===== src/rtl/cache_rd_arbiter_pkg.sv =====
// ---------------------------------------------------------------------------
// cache_rd_arbiter_pkg
//   Shared definitions for the cache refill read-port arbiter.
//   - arb_state_e : one-hot FSM encodings ARB_IDLE / ARB_REQ / ARB_WAIT
//   - OWN_IC/OWN_DC : owner encodings (0 = icache, 1 = dcache)
//   - ARB_ADDR_W / ARB_LINE_W : default address and line widths
//   Optional feature macro used by the importing files: CACHE_ARB_RR_EN
// ---------------------------------------------------------------------------
package cache_rd_arbiter_pkg;

  localparam int ARB_ADDR_W = 32;
  localparam int ARB_LINE_W = 128;

  typedef enum logic [2:0] {
    ARB_IDLE = 3'b001,
    ARB_REQ  = 3'b010,
    ARB_WAIT = 3'b100
  } arb_state_e;

  localparam logic OWN_IC = 1'b0;
  localparam logic OWN_DC = 1'b1;

endpackage


===== src/rtl/cache_arb_pick.sv =====
// ---------------------------------------------------------------------------
// cache_arb_pick
//   Combinational winner selection between the icache and dcache requests.
//   Build option: CACHE_ARB_RR_EN selects round-robin, otherwise the dcache
//   has fixed priority.
//   Ports:
//     ic_req  in  icache request
//     dc_req  in  dcache request
//     rr_last in  last granted requester (only meaningful in round-robin)
//     winner  out OWN_IC / OWN_DC; only meaningful when a request is present
// ---------------------------------------------------------------------------
module cache_arb_pick
  import cache_rd_arbiter_pkg::*;
(
  input  logic ic_req,
  input  logic dc_req,
  input  logic rr_last,
  output logic winner
);

`ifdef CACHE_ARB_RR_EN
  // On a conflict the requester that was not served last time wins; a lone
  // requester always wins regardless of history.
  always_comb begin
    winner = OWN_IC;
    if (ic_req && dc_req) begin
      winner = (rr_last == OWN_DC) ? OWN_IC : OWN_DC;
    end else if (dc_req) begin
      winner = OWN_DC;
    end
  end
`else
  // Fixed priority: the dcache wins whenever it asks. The icache request and
  // the history input do not influence the result in this build.
  assign winner = dc_req ? OWN_DC : OWN_IC;

  logic unused_pick_inputs;
  assign unused_pick_inputs = ic_req ^ rr_last;
`endif

endmodule


===== src/rtl/cache_rd_arbiter.sv =====
// ---------------------------------------------------------------------------
// cache_rd_arbiter
//   Shares the single cache-refill read port of the AXI bridge between the
//   instruction cache and the data cache. One transaction is outstanding
//   downstream at a time; the single-beat return is routed to its owner.
//   Build option: CACHE_ARB_RR_EN enables round-robin arbitration (adds the
//   rr_last history register); default is fixed dcache priority.
//   Ports:
//     clk, reset                 clock, asynchronous active-high reset
//     ic_rd_req/type/addr        icache request (held until ic_rd_rdy)
//     ic_rd_rdy                  icache request accepted this cycle
//     ic_ret_valid/ic_ret_data   icache return beat
//     dc_*                       same set for the dcache
//     mem_rd_req/type/addr       request to the bridge (type/addr latched)
//     mem_rd_rdy                 bridge accepts the request
//     mem_ret_valid/data         single-cycle whole-line return
// ---------------------------------------------------------------------------
module cache_rd_arbiter
  import cache_rd_arbiter_pkg::*;
#(
  parameter int ADDR_W = ARB_ADDR_W,
  parameter int LINE_W = ARB_LINE_W
) (
  input  logic              clk,
  input  logic              reset,

  input  logic              ic_rd_req,
  input  logic              ic_rd_type,
  input  logic [ADDR_W-1:0] ic_rd_addr,
  output logic              ic_rd_rdy,
  output logic              ic_ret_valid,
  output logic [LINE_W-1:0] ic_ret_data,

  input  logic              dc_rd_req,
  input  logic              dc_rd_type,
  input  logic [ADDR_W-1:0] dc_rd_addr,
  output logic              dc_rd_rdy,
  output logic              dc_ret_valid,
  output logic [LINE_W-1:0] dc_ret_data,

  output logic              mem_rd_req,
  output logic              mem_rd_type,
  output logic [ADDR_W-1:0] mem_rd_addr,
  input  logic              mem_rd_rdy,
  input  logic              mem_ret_valid,
  input  logic [LINE_W-1:0] mem_ret_data
);

  arb_state_e        state_q, state_d;
  logic              owner_q, owner_d;
  logic              type_q,  type_d;
  logic [ADDR_W-1:0] addr_q,  addr_d;

  logic winner;
  logic rr_last;
  logic grant;   // IDLE cycle in which a request is taken

  assign grant = (state_q == ARB_IDLE) && (ic_rd_req || dc_rd_req);

`ifdef CACHE_ARB_RR_EN
  logic rr_last_q, rr_last_d;

  always_comb begin
    rr_last_d = rr_last_q;
    if (grant) begin
      rr_last_d = winner;
    end
  end

  always_ff @(posedge clk or posedge reset) begin
    if (reset) begin
      rr_last_q <= OWN_IC;
    end else begin
      rr_last_q <= rr_last_d;
    end
  end

  assign rr_last = rr_last_q;
`else
  assign rr_last = OWN_IC;
`endif

  cache_arb_pick u_pick (
    .ic_req  (ic_rd_req),
    .dc_req  (dc_rd_req),
    .rr_last (rr_last),
    .winner  (winner)
  );

  // Next-state and output decode. Outputs are purely a function of the
  // current state and the bridge handshakes, so rd_rdy and ret_valid follow
  // mem_rd_rdy / mem_ret_valid with zero cycles of latency.
  always_comb begin
    state_d      = state_q;
    owner_d      = owner_q;
    type_d       = type_q;
    addr_d       = addr_q;

    mem_rd_req   = 1'b0;
    ic_rd_rdy    = 1'b0;
    dc_rd_rdy    = 1'b0;
    ic_ret_valid = 1'b0;
    dc_ret_valid = 1'b0;
    ic_ret_data  = '0;
    dc_ret_data  = '0;

    case (state_q)
      ARB_IDLE: begin
        if (grant) begin
          owner_d = winner;
          type_d  = (winner == OWN_DC) ? dc_rd_type : ic_rd_type;
          addr_d  = (winner == OWN_DC) ? dc_rd_addr : ic_rd_addr;
          state_d = ARB_REQ;
        end
      end

      ARB_REQ: begin
        // The latched request is issued even if the cache has since dropped
        // its rd_req; stray mem_ret_valid here is ignored.
        mem_rd_req = 1'b1;
        if (mem_rd_rdy) begin
          ic_rd_rdy = (owner_q == OWN_IC);
          dc_rd_rdy = (owner_q == OWN_DC);
          state_d   = ARB_WAIT;
        end
      end

      ARB_WAIT: begin
        // Data is broadcast to both caches; only the owner sees valid.
        ic_ret_data  = mem_ret_data;
        dc_ret_data  = mem_ret_data;
        ic_ret_valid = mem_ret_valid && (owner_q == OWN_IC);
        dc_ret_valid = mem_ret_valid && (owner_q == OWN_DC);
        if (mem_ret_valid) begin
          state_d = ARB_IDLE;
        end
      end

      default: begin
        state_d = ARB_IDLE;
      end
    endcase
  end

  always_ff @(posedge clk or posedge reset) begin
    if (reset) begin
      state_q <= ARB_IDLE;
      owner_q <= OWN_IC;
      type_q  <= 1'b0;
      addr_q  <= '0;
    end else begin
      state_q <= state_d;
      owner_q <= owner_d;
      type_q  <= type_d;
      addr_q  <= addr_d;
    end
  end

  assign mem_rd_type = type_q;
  assign mem_rd_addr = addr_q;

endmodule

===== config.mk =====
export PLATFORM = sky130hd
export DESIGN_NAME = cache_rd_arbiter
export DESIGN_NICKNAME = d
export VERILOG_FILES = /design/src/rtl/cache_rd_arbiter_pkg.sv /design/src/rtl/cache_arb_pick.sv /design/src/rtl/cache_rd_arbiter.sv
export SDC_FILE = /design/constraint.sdc
export NUM_CORES = 1
export LEC_CHECK = 0
export ABC_AREA = 1
export BUFFER_PORTS_ARGS = -buffer_cell sky130_fd_sc_hd__buf_2
export CORE_AREA = 2 2 193 195
export DETAILED_ROUTE_END_ITERATION = 10
export DIE_AREA = 0 0 195 197
export SETUP_SLACK_MARGIN = 0.1
export SLEW_MARGIN = 20
export SYNTH_ARGS = -nofsm -noshare
export SYNTH_HDL_FRONTEND = slang
export SYNTH_HIERARCHICAL = 1
export SYNTH_SLANG_ARGS = --single-unit

===== constraint.sdc =====
create_clock -name clk -period 1.52 [get_ports clk]
set_clock_uncertainty 0.15 [all_clocks]
set_input_delay 0 -clock clk [delete_from_list [all_inputs] [get_ports clk]]
set_output_delay 0 -clock clk [all_outputs]
set_load 0.05 [all_outputs]

==> impl_metrics.yaml <==
run_status:
  status: "finished, violations left"
  violations: "hold timing, setup timing"
grt:
  grt_max_degree: 69
  grt_pass1_wl_um: 32500
  grt_use_total: 0.113
  grt_antenna_before_repair: 8
  grt_pass1_vias: 5220
  grt_overflow: 0
floorplanning:
  die_area_um2: 38400
  initial_core_util: 0.106
  core_um2: 36300
  rows: 70
  io_pins: 494
  die_x_um: 195
  dieHeight_um: 197
clocking:
  clock_sinks: 37
  cts_buffers: 5
  cts_max_path_buffers: 2
  tritoncts: "yes"
  root_buffer: "clkbuf_16"
  clock_latency_ns: 0.28
  cts.htree.levels: 2
  clk_pin_slew_worst_paths_ns: 0.06
timing:
  grt_setup_unrepaired: "yes"
  clock.fmax_ghz: 0.537
  drv_slew: 0
  period_needed_ns: 1.86
  maxSlewHeadroom: 0.577
  hold_viol: 2
  setup_violations: 296
  worst_hold_slack_ns: -0.00636
  timing.final.crit_share: 1.23
  fin_ws_ns: -0.343
  worst_pin_slew_ns: 0.633
setup_path:
  end_kind: "output pin"
  path_buf_inv: 3
  path_max_fanout: 32
  critical_path_arrival_ns: 1.71
  criticalPathCategory: "flop to output pin"
  crit_path_top_delay_cell: "dfrtp_1"
  path_cells: "nor2_4 -> nand2_8 -> buf_12 -> nor2_1 -> buf_4 -> buf_12"
  path_common_cell: "buf_12"
  cp.required_ns: 1.37
  startpoint_type: "flop"
  slowest_delay_ns: 0.41
  path_delay_family: "buffers and inverters"
route:
  wirelength_um: 26900
  drt-wirelength-per-cell_um: 17.2
  drt_first_pass_iters: 6
  viasPerCell: 3.56
  drtIter0Drc: 139
  dr_total_vias: 5553
  ant_nets: 0
  drcViolationCount: 0
power_and_ir_drop:
  leakagePower_nw: 5.30
  peakVddDrop_mv: 0.982
  power.density_nw_per_um2: 1170
finish:
  drive_gt1_frac: 0.711
  final_util: 0.284
  final_common_cell: "buf_2"
  syn2layout_area_growth_pct: 168
  most-common-layout-cells: "buf_2, buf_6, inv_1"
  nets: 1289
min_path:
  hold_path_class: "input port to flop"
synth:
  avgSynthCellArea_um2: 6.30
  synth_area_um2: 3850
  syn-instance-count: 612
  syn_nets: 812
  ys_warn_count: 6
place:
  place.gp.congestion: 0.873
  io_buffer_count: 493
  dpl.hpwl_um: 19300
job:
  drv_cap: 0
what timing repair did:
action                     in CTS  in global routing
setup endpoints to repair     295                296
buffers inserted                0                 10
resized for setup             316                390
hold endpoints to repair       70                  0
pin swaps                       0                 17
hold buffers                   58                  0
cloned                          1                 13
layer usage:
metal  vias up  global-route usage  routed length, µm
li1       2606                   -                  -
met1      2574               0.135              10600
met2       324               0.203              13700
met3        49              0.0169               1690
met4         0              0.0424                923
met5         -                   0                  0
state kept, by name, summed over array words and instances, names as in the netlist:
name and count:
state_q 3, owner_q 1, mem_rd_type 1, mem_rd_addr 32
path summary, 6_finish.rpt:
path                            depth (start not counted)                  startpoint  slack [ns]                     endpoint
worst min register to register                          2  mem_rd_addr[0]$_DFFE_PP0P_        0.35   mem_rd_addr[0]$_DFFE_PP0P_
worst max register to register                          7      state_q[2]$_DFFE_PP0P_       -0.12  mem_rd_addr[21]$_DFFE_PP0P_
worst min-delay path                                    4              ic_rd_addr[17]      -0.006  mem_rd_addr[17]$_DFFE_PP0P_
min in group asynchronous                               4                       reset        0.23  mem_rd_addr[19]$_DFFE_PP0P_
max in group asynchronous                               4                       reset        0.62       state_q[2]$_DFFE_PP0P_
worst max-delay path                                    6      state_q[1]$_DFFE_PP0P_       -0.34              dc_ret_data[86]
tightest hold or removal path: cells and delay by family:
kind                   cells  cell delay [ns]
buffers and inverters      1             0.08
and+or+nand+nor            1             0.09
AOI/OAI and AO/OA          2             0.21
power by group:
group          total (W)  internal (W)  switching [W]
Clock            0.00126      0.000819       0.000437
Sequential       0.00196       0.00150       0.000461
Combinational    0.00889       0.00321        0.00567
Total             0.0121       0.00553        0.00657
per-stage QoR:
stage / worst slack, ns / setup TNS, ns / area [µm²] / std cells / total power [W]
final: -0.343 / -72.72 / 10300 / 1561 / 0.0121
after global routing: -0.421 / -94.72 / 10300 / 1561 / 0.0126
after CTS: -0.356 / -72.91 / 8810 / 1535 / 0.00989
after detailed placement: -0.320 / -20.73 / 7090 / 1468 / 0.00811
after global placement: -0.377 / -19.99 / 7090 / 1468 / 0.00805
after floorplan: -0.508 / -63.94 / 4300 / 612 / 0.00652
area by class of cell:
type                       instances  area (µm²)
antenna                            3        7.51
clock buffer                       6         139
clock inverter                     2        37.5
fill                            3704       25900
inverter                         136         514
multi-input combinational        285        2220
sequential                        37         928
tap                              468         586
timing repair buffer             624        5880
Note: power is estimated with default switching activity, not from simulation.
